===== config.mk =====
export PLATFORM = sky130hd
export DESIGN_NAME = multicycle_ctrl_fsm
export DESIGN_NICKNAME = d
export VERILOG_FILES = /design/src/rtl/multicycle_ctrl_fsm.sv
export SDC_FILE = /design/constraint.sdc
export NUM_CORES = 1
export LEC_CHECK = 0
export BUFFER_PORTS_ARGS = -buffer_cell sky130_fd_sc_hd__buf_4
export CAP_MARGIN = 10
export CORE_MARGIN = 4
export CORE_UTILIZATION = 55
export CTS_CLUSTER_SIZE = 20
export DETAILED_ROUTE_END_ITERATION = 12
export HOLD_SLACK_MARGIN = 0.12
export PLACE_DENSITY = 0.85
export SETUP_SLACK_MARGIN = 0.1
export SYNTH_ARGS = -nofsm -noshare
export SYNTH_HDL_FRONTEND = slang
export SYNTH_SLANG_ARGS = --single-unit

===== constraint.sdc =====
create_clock -name clk_i -period 3.9 [get_ports clk_i]
set_input_delay 0.585 -clock clk_i [delete_from_list [all_inputs] [get_ports clk_i]]
set_output_delay 0.585 -clock clk_i [all_outputs]
set_load 0.1 [all_outputs]

===== src/rtl/multicycle_ctrl_fsm.sv =====
// multicycle_ctrl_fsm: multi-cycle MIPS-subset main control FSM; sequences fetch/decode/execute over a shared memory port.
// Ports: clk_i/rst_i (sync active-high), opcode_i from IR, zero_i from ALU, mem_ready_i memory handshake;
// datapath strobes/selects (pc_write_o .. pc_source_o), state_o debug, illegal_o in TRAP, instr_count_o retired count.
module multicycle_ctrl_fsm #(
  parameter int         CNT_W   = 32,
  parameter logic [5:0] OP_R    = 6'h00,
  parameter logic [5:0] OP_LW   = 6'h23,
  parameter logic [5:0] OP_SW   = 6'h2B,
  parameter logic [5:0] OP_BEQ  = 6'h04,
  parameter logic [5:0] OP_BNE  = 6'h05,
  parameter logic [5:0] OP_J    = 6'h02,
  parameter logic [5:0] OP_ADDI = 6'h08
) (
  input  logic             clk_i,
  input  logic             rst_i,
  input  logic [5:0]       opcode_i,
  input  logic             zero_i,
  input  logic             mem_ready_i,
  output logic             pc_write_o,
  output logic             pc_write_cond_o,
  output logic             branch_type_o,
  output logic             iord_o,
  output logic             mem_read_o,
  output logic             mem_write_o,
  output logic             ir_write_o,
  output logic             mem_to_reg_o,
  output logic             reg_dst_o,
  output logic             reg_write_o,
  output logic             alu_src_a_o,
  output logic [1:0]       alu_src_b_o,
  output logic [2:0]       alu_op_o,
  output logic [1:0]       pc_source_o,
  output logic [3:0]       state_o,
  output logic             illegal_o,
  output logic [CNT_W-1:0] instr_count_o
);
  typedef enum logic [3:0] {
    FETCH  = 4'd0,  DECODE = 4'd1,  MEMADR = 4'd2,  MEMRD  = 4'd3,
    MEMWB  = 4'd4,  MEMWR  = 4'd5,  EXEC   = 4'd6,  RWB    = 4'd7,
    BRANCH = 4'd8,  JUMP   = 4'd9,  ADDIEX = 4'd10, ADDIWB = 4'd11,
    TRAP   = 4'd15
  } state_t;
  state_t state;
  logic   retire;
  assign state_o = state;
  assign retire = state == MEMWB || state == RWB || state == ADDIWB || state == BRANCH ||
                  state == JUMP || (state == MEMWR && mem_ready_i);
  always_ff @(posedge clk_i) begin
    if (rst_i) begin
      state         <= FETCH;
      instr_count_o <= '0;
    end else begin
      if (retire) instr_count_o <= instr_count_o + 1'b1;
      case (state)
        FETCH:  if (mem_ready_i) state <= DECODE;
        DECODE: begin
          if (opcode_i == OP_LW || opcode_i == OP_SW) state <= MEMADR;
          else if (opcode_i == OP_R) state <= EXEC;
          else if (opcode_i == OP_BEQ || opcode_i == OP_BNE) state <= BRANCH;
          else if (opcode_i == OP_J) state <= JUMP;
          else if (opcode_i == OP_ADDI) state <= ADDIEX;
          else state <= TRAP;
        end
        MEMADR: if (opcode_i == OP_LW) state <= MEMRD; else state <= MEMWR;
        MEMRD:  if (mem_ready_i) state <= MEMWB;
        MEMWR:  if (mem_ready_i) state <= FETCH;
        EXEC:   state <= RWB;
        ADDIEX: state <= ADDIWB;
        TRAP:   state <= TRAP;
        default: state <= FETCH;
      endcase
    end
  end
  // Outputs decode straight from state so FETCH can gate its PC/IR loads with mem_ready_i;
  // the reset cycle forces everything low so an aborted instruction writes nothing.
  always_comb begin
    pc_write_o      = 1'b0;
    pc_write_cond_o = 1'b0;
    branch_type_o   = 1'b0;
    iord_o          = 1'b0;
    mem_read_o      = 1'b0;
    mem_write_o     = 1'b0;
    ir_write_o      = 1'b0;
    mem_to_reg_o    = 1'b0;
    reg_dst_o       = 1'b0;
    reg_write_o     = 1'b0;
    alu_src_a_o     = 1'b0;
    alu_src_b_o     = 2'b00;
    alu_op_o        = 3'b000;
    pc_source_o     = 2'b00;
    illegal_o       = 1'b0;
    if (!rst_i) begin
      case (state)
        FETCH: begin
          mem_read_o  = 1'b1;
          alu_src_b_o = 2'b01;
          ir_write_o  = mem_ready_i;
          pc_write_o  = mem_ready_i;
        end
        DECODE: alu_src_b_o = 2'b11;
        MEMADR, ADDIEX: begin
          alu_src_a_o = 1'b1;
          alu_src_b_o = 2'b10;
        end
        MEMRD: begin
          iord_o     = 1'b1;
          mem_read_o = 1'b1;
        end
        MEMWB: begin
          reg_write_o  = 1'b1;
          mem_to_reg_o = 1'b1;
        end
        MEMWR: begin
          iord_o      = 1'b1;
          mem_write_o = 1'b1;
        end
        EXEC: begin
          alu_src_a_o = 1'b1;
          alu_op_o    = 3'b010;
        end
        RWB: begin
          reg_write_o = 1'b1;
          reg_dst_o   = 1'b1;
        end
        ADDIWB: reg_write_o = 1'b1;
        BRANCH: begin
          alu_src_a_o     = 1'b1;
          alu_op_o        = 3'b001;
          pc_write_cond_o = 1'b1;
          pc_source_o     = 2'b01;
          branch_type_o   = opcode_i == OP_BNE;
        end
        JUMP: begin
          pc_write_o  = 1'b1;
          pc_source_o = 2'b10;
        end
        TRAP: illegal_o = 1'b1;
        default: ;
      endcase
    end
  end
endmodule


* Word level (Yosys, flattened, before mapping)
Cells that the tools add are included.
** Word-level totals
- Input port bits :: 10
- Word-level logic and storage cells :: 80
- Bits in registers :: 36
- Output and inout port bits :: 55
** Operators by class
- Reduce and logical (&&, ||, !) cells :: 16
- $add $sub $neg :: 1
- Equality and inequality tests :: 21
- Multiplexer cells :: 40
** Operators by type and width (count)
- adder 32 x 1 -> 32 bit (second input constant) :: 1
- one-hot mux 4 bit (8 select lines) :: 1
- two-way mux 1 bit :: 23
- == test 4 bit (second input constant) :: 5
- two-way mux 4 bit :: 5
- == test 4 x 3 -> 1 bit (second input constant) :: 4
- == test 6 x 3 -> 1 bit (second input constant) :: 2
- == test 6 bit (second input constant) :: 2
- two-way mux 3 bit :: 4
- == test 4 x 2 -> 1 bit (second input constant) :: 2
- one-hot mux 2 bit (2 select lines) :: 2
- logical OR 1 bit :: 7
- == test 6 x 2 -> 1 bit (second input constant) :: 1
- == test 6 x 4 -> 1 bit (second input constant) :: 1
- logical NOT 6 bit :: 1
- two-way mux 2 bit :: 3
- != test 2 bit (second input constant) :: 3
- one-hot mux 2 bit (3 select lines) :: 1
- OR reduction 2 bit :: 3
- == test 4 x 1 -> 1 bit (second input constant) :: 1
- logical NOT 4 bit :: 1
- OR reduction 4 bit :: 1
- AND reduction 3 bit :: 1
- OR reduction 3 bit :: 1
- 2 further kinds :: 2

* Logic depth before layout (Yosys ltp)
- Depth after elaboration :: 7
- Mapped depth :: 8
- Gate-level depth less buffers :: 6

* Worst setup path before layout
No wires, ideal clock.
- Path kind :: reg2out
- Start point :: register state[1] (netlist: state_o[1])
- End point :: output port iord_o
- Arrival time :: 4825 ps
- Data required time :: 3315 ps
- Path slack :: -1510 ps
- Buffers on the path :: 2
- Cell stages (with the launch flop) :: 5
- Cells stage by stage :: dfxtp_1 > clkbuf_1 > buf_1 > xnor2_1 > nor4b_1
** On the way
- Cells in the longest elaborated chain, start to end :: 4
- Elaborated cells on any way between the ends :: 5
- Classes of those cells :: eq/ne (2); mux (2); reduce/logical (1)
** RTL lines
- from (decl) :: RTL line 43 : state_t state;
- from (signal assigned) :: RTL line 50 : state <= FETCH;
- from (signal assigned) :: RTL line 55 : FETCH: if (mem_ready_i) state <= DECODE;
- from (signal assigned) :: RTL line 57 : if (opcode_i == OP_LW || opcode_i == OP_SW) state <= MEMADR;
- == test 4 x 3 -> 1 bit / == test 4 x 2 -> 1 bit (equally long branches) :: RTL line 93 : case (state)
- OR reduction 2 bit (no source line) (*)
- two-way mux 1 bit (*) :: RTL line 93
- two-way mux 1 bit (*) :: RTL line 92 : if (!rst_i) begin
- to (decl) :: RTL line 22 : output logic iord_o,
Every way passes the cells marked *; elsewhere a longest branch is shown, timed or not.

* Worst setup path after layout
- Start point :: register state[1] (netlist: state_o[1])
- End point :: register instr_count_o[31]
** On the way
- Cells in the longest elaborated chain, start to end :: 6
- Elaborated cells on any way between the ends :: 12
- Classes of those cells :: eq/ne (6); reduce/logical (6)
** RTL lines
- == test 4 x 3 -> 1 bit :: RTL line 46 : assign retire = state == MEMWB || state == RWB || state == ADDIWB || state == BRANCH ||
- logical OR 1 bit (4 in series) :: RTL line 46
- logical OR 1 bit (*) :: RTL line 47 : state == JUMP || (state == MEMWR && mem_ready_i);
- to (signal assigned) :: RTL line 53 : if (retire) instr_count_o <= instr_count_o + 1'b1;
- to (decl) :: RTL line 35 : output logic [CNT_W-1:0] instr_count_o
Marked as above.
A chain may end at the register's enable or synchronous reset.

==> results.py <==
metrics = {
    "cells_and_area": {
        "finalInstanceArea_um2": 2680,
        "stdcell_count": 380,
        "drive_above_1_share_pct": 26.2,
        "fill_cells": 326,
        "syn2layout_area_growth_pct": 27.6,
        "fin_nets": 342,
        "diodes": 0,
    },
    "placed_design": {
        "gp_congestion": 0.853,
        "dpl.cell_count": 372,
        "post-dp-hpwl_um": 3880,
        "dpl-instance-area_um2": 2590,
        "io_buffers": 62,
        "preCtsSetupSlack_ps": 1160,
    },
    "timing": {
        "slew_headroom_pct": 29.2,
        "final.min_clock_period_ps": 2790,
        "rsz0062_at_grt": "no",
        "tightestPinTransition_ps": 1050,
        "slew_viol_final": 0,
        "worst_slack_ps": 1110,
        "skew_ps": 4.25,
        "hold_violations": 0,
        "setup_viol": 0,
        "period_share_pct": 71.6,
        "timing.fmax_mhz": 358,
    },
    "worst_hold_path": {
        "min-delay-start": "instr_count_o[30]$_SDFFE_PP0P_",
        "hp-class": "flop to flop",
    },
    "logic_synthesis": {
        "synth_cells": 280,
        "netlist_area_um2": 2100,
        "synth_top_area_share_pct": 34.3,
        "synth-seq-cells": 36,
        "synth-simple-area-share_pct": 38.7,
        "yosys.area.top_type": "dfxtp_1",
        "syn_nets": 291,
        "synth_area_leaders": "dfxtp_1 (34%), nor2_1 (6.8%), xor2_1 (5.0%)",
        "ys_types": 45,
        "ys_async_sr_fraction_pct": 0,
        "synth_compound_area_share_pct": 11.2,
        "synthMuxAreaShare_pct": 0.476,
        "syn_area_per_cell_um2": 7.50,
        "synthAdderAreaFrac_pct": 0.596,
        "ys.warnings.count": 0,
        "synth-edff-count": 0,
        "synth_top_family_by_area": "simple AND/OR/NAND/NOR gates",
        "seq_area_frac_synth_pct": 34.3,
        "synth-xor-area-share_pct": 9.59,
        "synth_ff_type": "dfxtp_1",
    },
    "worst_setup_path": {
        "slowest_delay_ps": 820,
        "end_kind": "flop",
        "cp-startpoint": "state_o[1]$_SDFFE_PP0P_",
        "critPathLaunchType": "flop",
        "cpMaxStageDelayCell": "dfxtp_1",
        "crit_required_ps": 4120,
        "endpoint": "instr_count_o[31]$_SDFFE_PP0P_",
        "criticalPathCategory": "flop to flop",
        "rr_startpoint": "state_o[1]$_SDFFE_PP0P_",
        "path_cells": "nand4bb_1 -> nand4_1 -> or4_1 -> or3_1 -> a21oi_1",
        "reg2reg_depth": 5,
        "reg2reg_to": "instr_count_o[31]$_SDFFE_PP0P_",
        "worstPathArrival_ps": 3010,
        "cp_max_fo": 24,
        "r2r_slack_ps": 1110,
    },
    "run": {
        "max_cap_viol_count": 0,
    },
    "grt": {
        "grt_pass1_vias": 2088,
        "grt_max_degree": 45,
        "grt_pass1_wl_um": 9320,
        "antenna_found_initial": 0,
        "grt.overflow.total": 0,
        "grt_usage_pct": 22.9,
    },
    "detailed_routing": {
        "wire_per_inst_um": 14.4,
        "vias": 2220,
        "dr.pass1.iters": 4,
        "drtIter0Drc": 161,
        "drc": 0,
        "antenna_left": 0,
        "drt-vias-per-instance": 5.84,
        "routed_wl_um": 5480,
    },
    "die": {
        "coreArea_um2": 3690,
        "initial_core_util_pct": 57.0,
        "die_w_um": 69.8,
        "rows": 22,
        "io_pins": 65,
        "dieArea_um2": 4870,
        "die_h_um": 69.8,
    },
    "power_and_ir_drop": {
        "peakVddDrop_mv": 0.582,
        "power_density_nw_per_um2": 518,
        "finalPower_w": 0.00139,
        "cellLeakagePower_nw": 1.05,
    },
    "cts": {
        "root_buffer": "clkbuf_8",
        "cts_hold_buf": 0,
        "path_clk_slew_ps": 70,
        "cts_buffers": 5,
        "cts_setup_buffers": 0,
        "cts_sinks": 36,
        "post_cts_resized": 0,
        "clockBufferDepth": 2,
        "tritoncts": "yes",
        "clk_latency_ps": 290,
        "cts_max_level": 2,
    },
    "run_status": {
        "status": "finished clean",
    },
}
==> cell type report <==
class	instances	area, um^2	share of cell area [%]
clock buffers	7	86.3	3.22
clock inverters	1	7.51	0.280
inverters	5	18.8	0.700
multi-input cells	220	1310	49.0
flip-flops and latches	36	721	26.9
well taps	48	60.1	2.24
repair buffers	63	473	17.6
==> logic make-up after synthesis <==
group / count (synthesis)
xor gates and xnor gates: 23
other: 1
adders and majority gates: 1
AOI/OAI and AO/OA: 42
buffers and inverters: 24
and+or+nand+nor: 152
DFF: 36
muxes: 1
==> report_power, final <==
group          internal, W  switching, W
Clock             0.000144      0.000137
Sequential        0.000383     0.0000457
Combinational     0.000162      0.000517
Total             0.000688      0.000699
==> worst min path at each step <==
stage | to | slack, ps | cells past startpoint
after global routing | instr_count_o[31]$_SDFFE_PP0P_ | 520 | 2
after CTS | instr_count_o[30]$_SDFFE_PP0P_ | 510 | 2
after detailed placement | instr_count_o[30]$_SDFFE_PP0P_ | 500 | 2
after floorplan | state_o[3]$_SDFFE_PP0P_ | 780 | 2
final | instr_count_o[30]$_SDFFE_PP0P_ | 510 | 2
after global placement | instr_count_o[31]$_SDFFE_PP0P_ | 470 | 2
==> sequential cells by signal, summed over array words and instances, names as in the netlist <==
name           cells
state_o            4
instr_count_o     32
==> cells in the mapped netlist, types with 2 or more instances <==
cell       n
nand4_2    2
nor4_1     5
clkbuf_1  11
buf_1      3
or2_2      4
or3_1     10
inv_1      5
buf_4      3
a21oi_1   19
o21ai_0   14
xor2_1    12
a211oi_1   2
nand2_1   18
nand2b_1   2
nor3_1    16
nor2_1    38
or4_1      2
nand3_1   18
nor2b_1    5
nand4_1   13
and3_1     7
dfxtp_1   36
and4_1     3
xnor2_1   11
==> metal layers <==
layer / share of wire (%) / wire [um] / track usage [%]
met5: 0 / 0 / 0
met4: 1.4 / 79 / 6.60
met3: 5.6 / 309 / 4.78
met2: 49 / 2710 / 39.9
met1: 43 / 2380 / 28.2
==> cells in the final DEF (no fill, tap or decap), drive strengths merged, types with 2 or more instances in the layout <==
| cell | synthesis | final |
|---|---|---|
| nand4 | 15 | 15 |
| buf | 7 | 63 |
| inv | 5 | 5 |
| a211oi | 2 | 2 |
| and2 | 2 | 2 |
| nand2 | 18 | 18 |
| or2 | 4 | 4 |
| and3 | 8 | 8 |
| xor2 | 12 | 12 |
| o21ai | 14 | 14 |
| nor2 | 38 | 38 |
| clkbuf | 12 | 7 |
| and4 | 4 | 4 |
| nor3 | 16 | 16 |
| nand2b | 2 | 2 |
| nand3 | 18 | 18 |
| xnor2 | 11 | 11 |
| dfxtp | 36 | 36 |
| nor4 | 5 | 5 |
| or4 | 3 | 3 |
| or3 | 10 | 10 |
| nor2b | 5 | 5 |
| a21oi | 19 | 19 |
==> worst max-delay path, delay by kind of cell, from the launching register on <==
| kind | cells | cell delay, ps |
|---|---|---|
| and+or+nand+nor | 4 | 1750 |
| AOI/OAI and AO/OA | 1 | 150 |
| DFF | 1 | 820 |
==> per-stage QoR <==
step                      hold WS (ps)  setup TNS [ps]  utilization (%)
final                              511               0             72.7
after global routing               521               0             72.7
after CTS                          507               0             72.7
after detailed placement           495               0             70.1
after global placement             471               0             70.1
after floorplan                    784            -216                -
(Power assumes the default switching activity.)
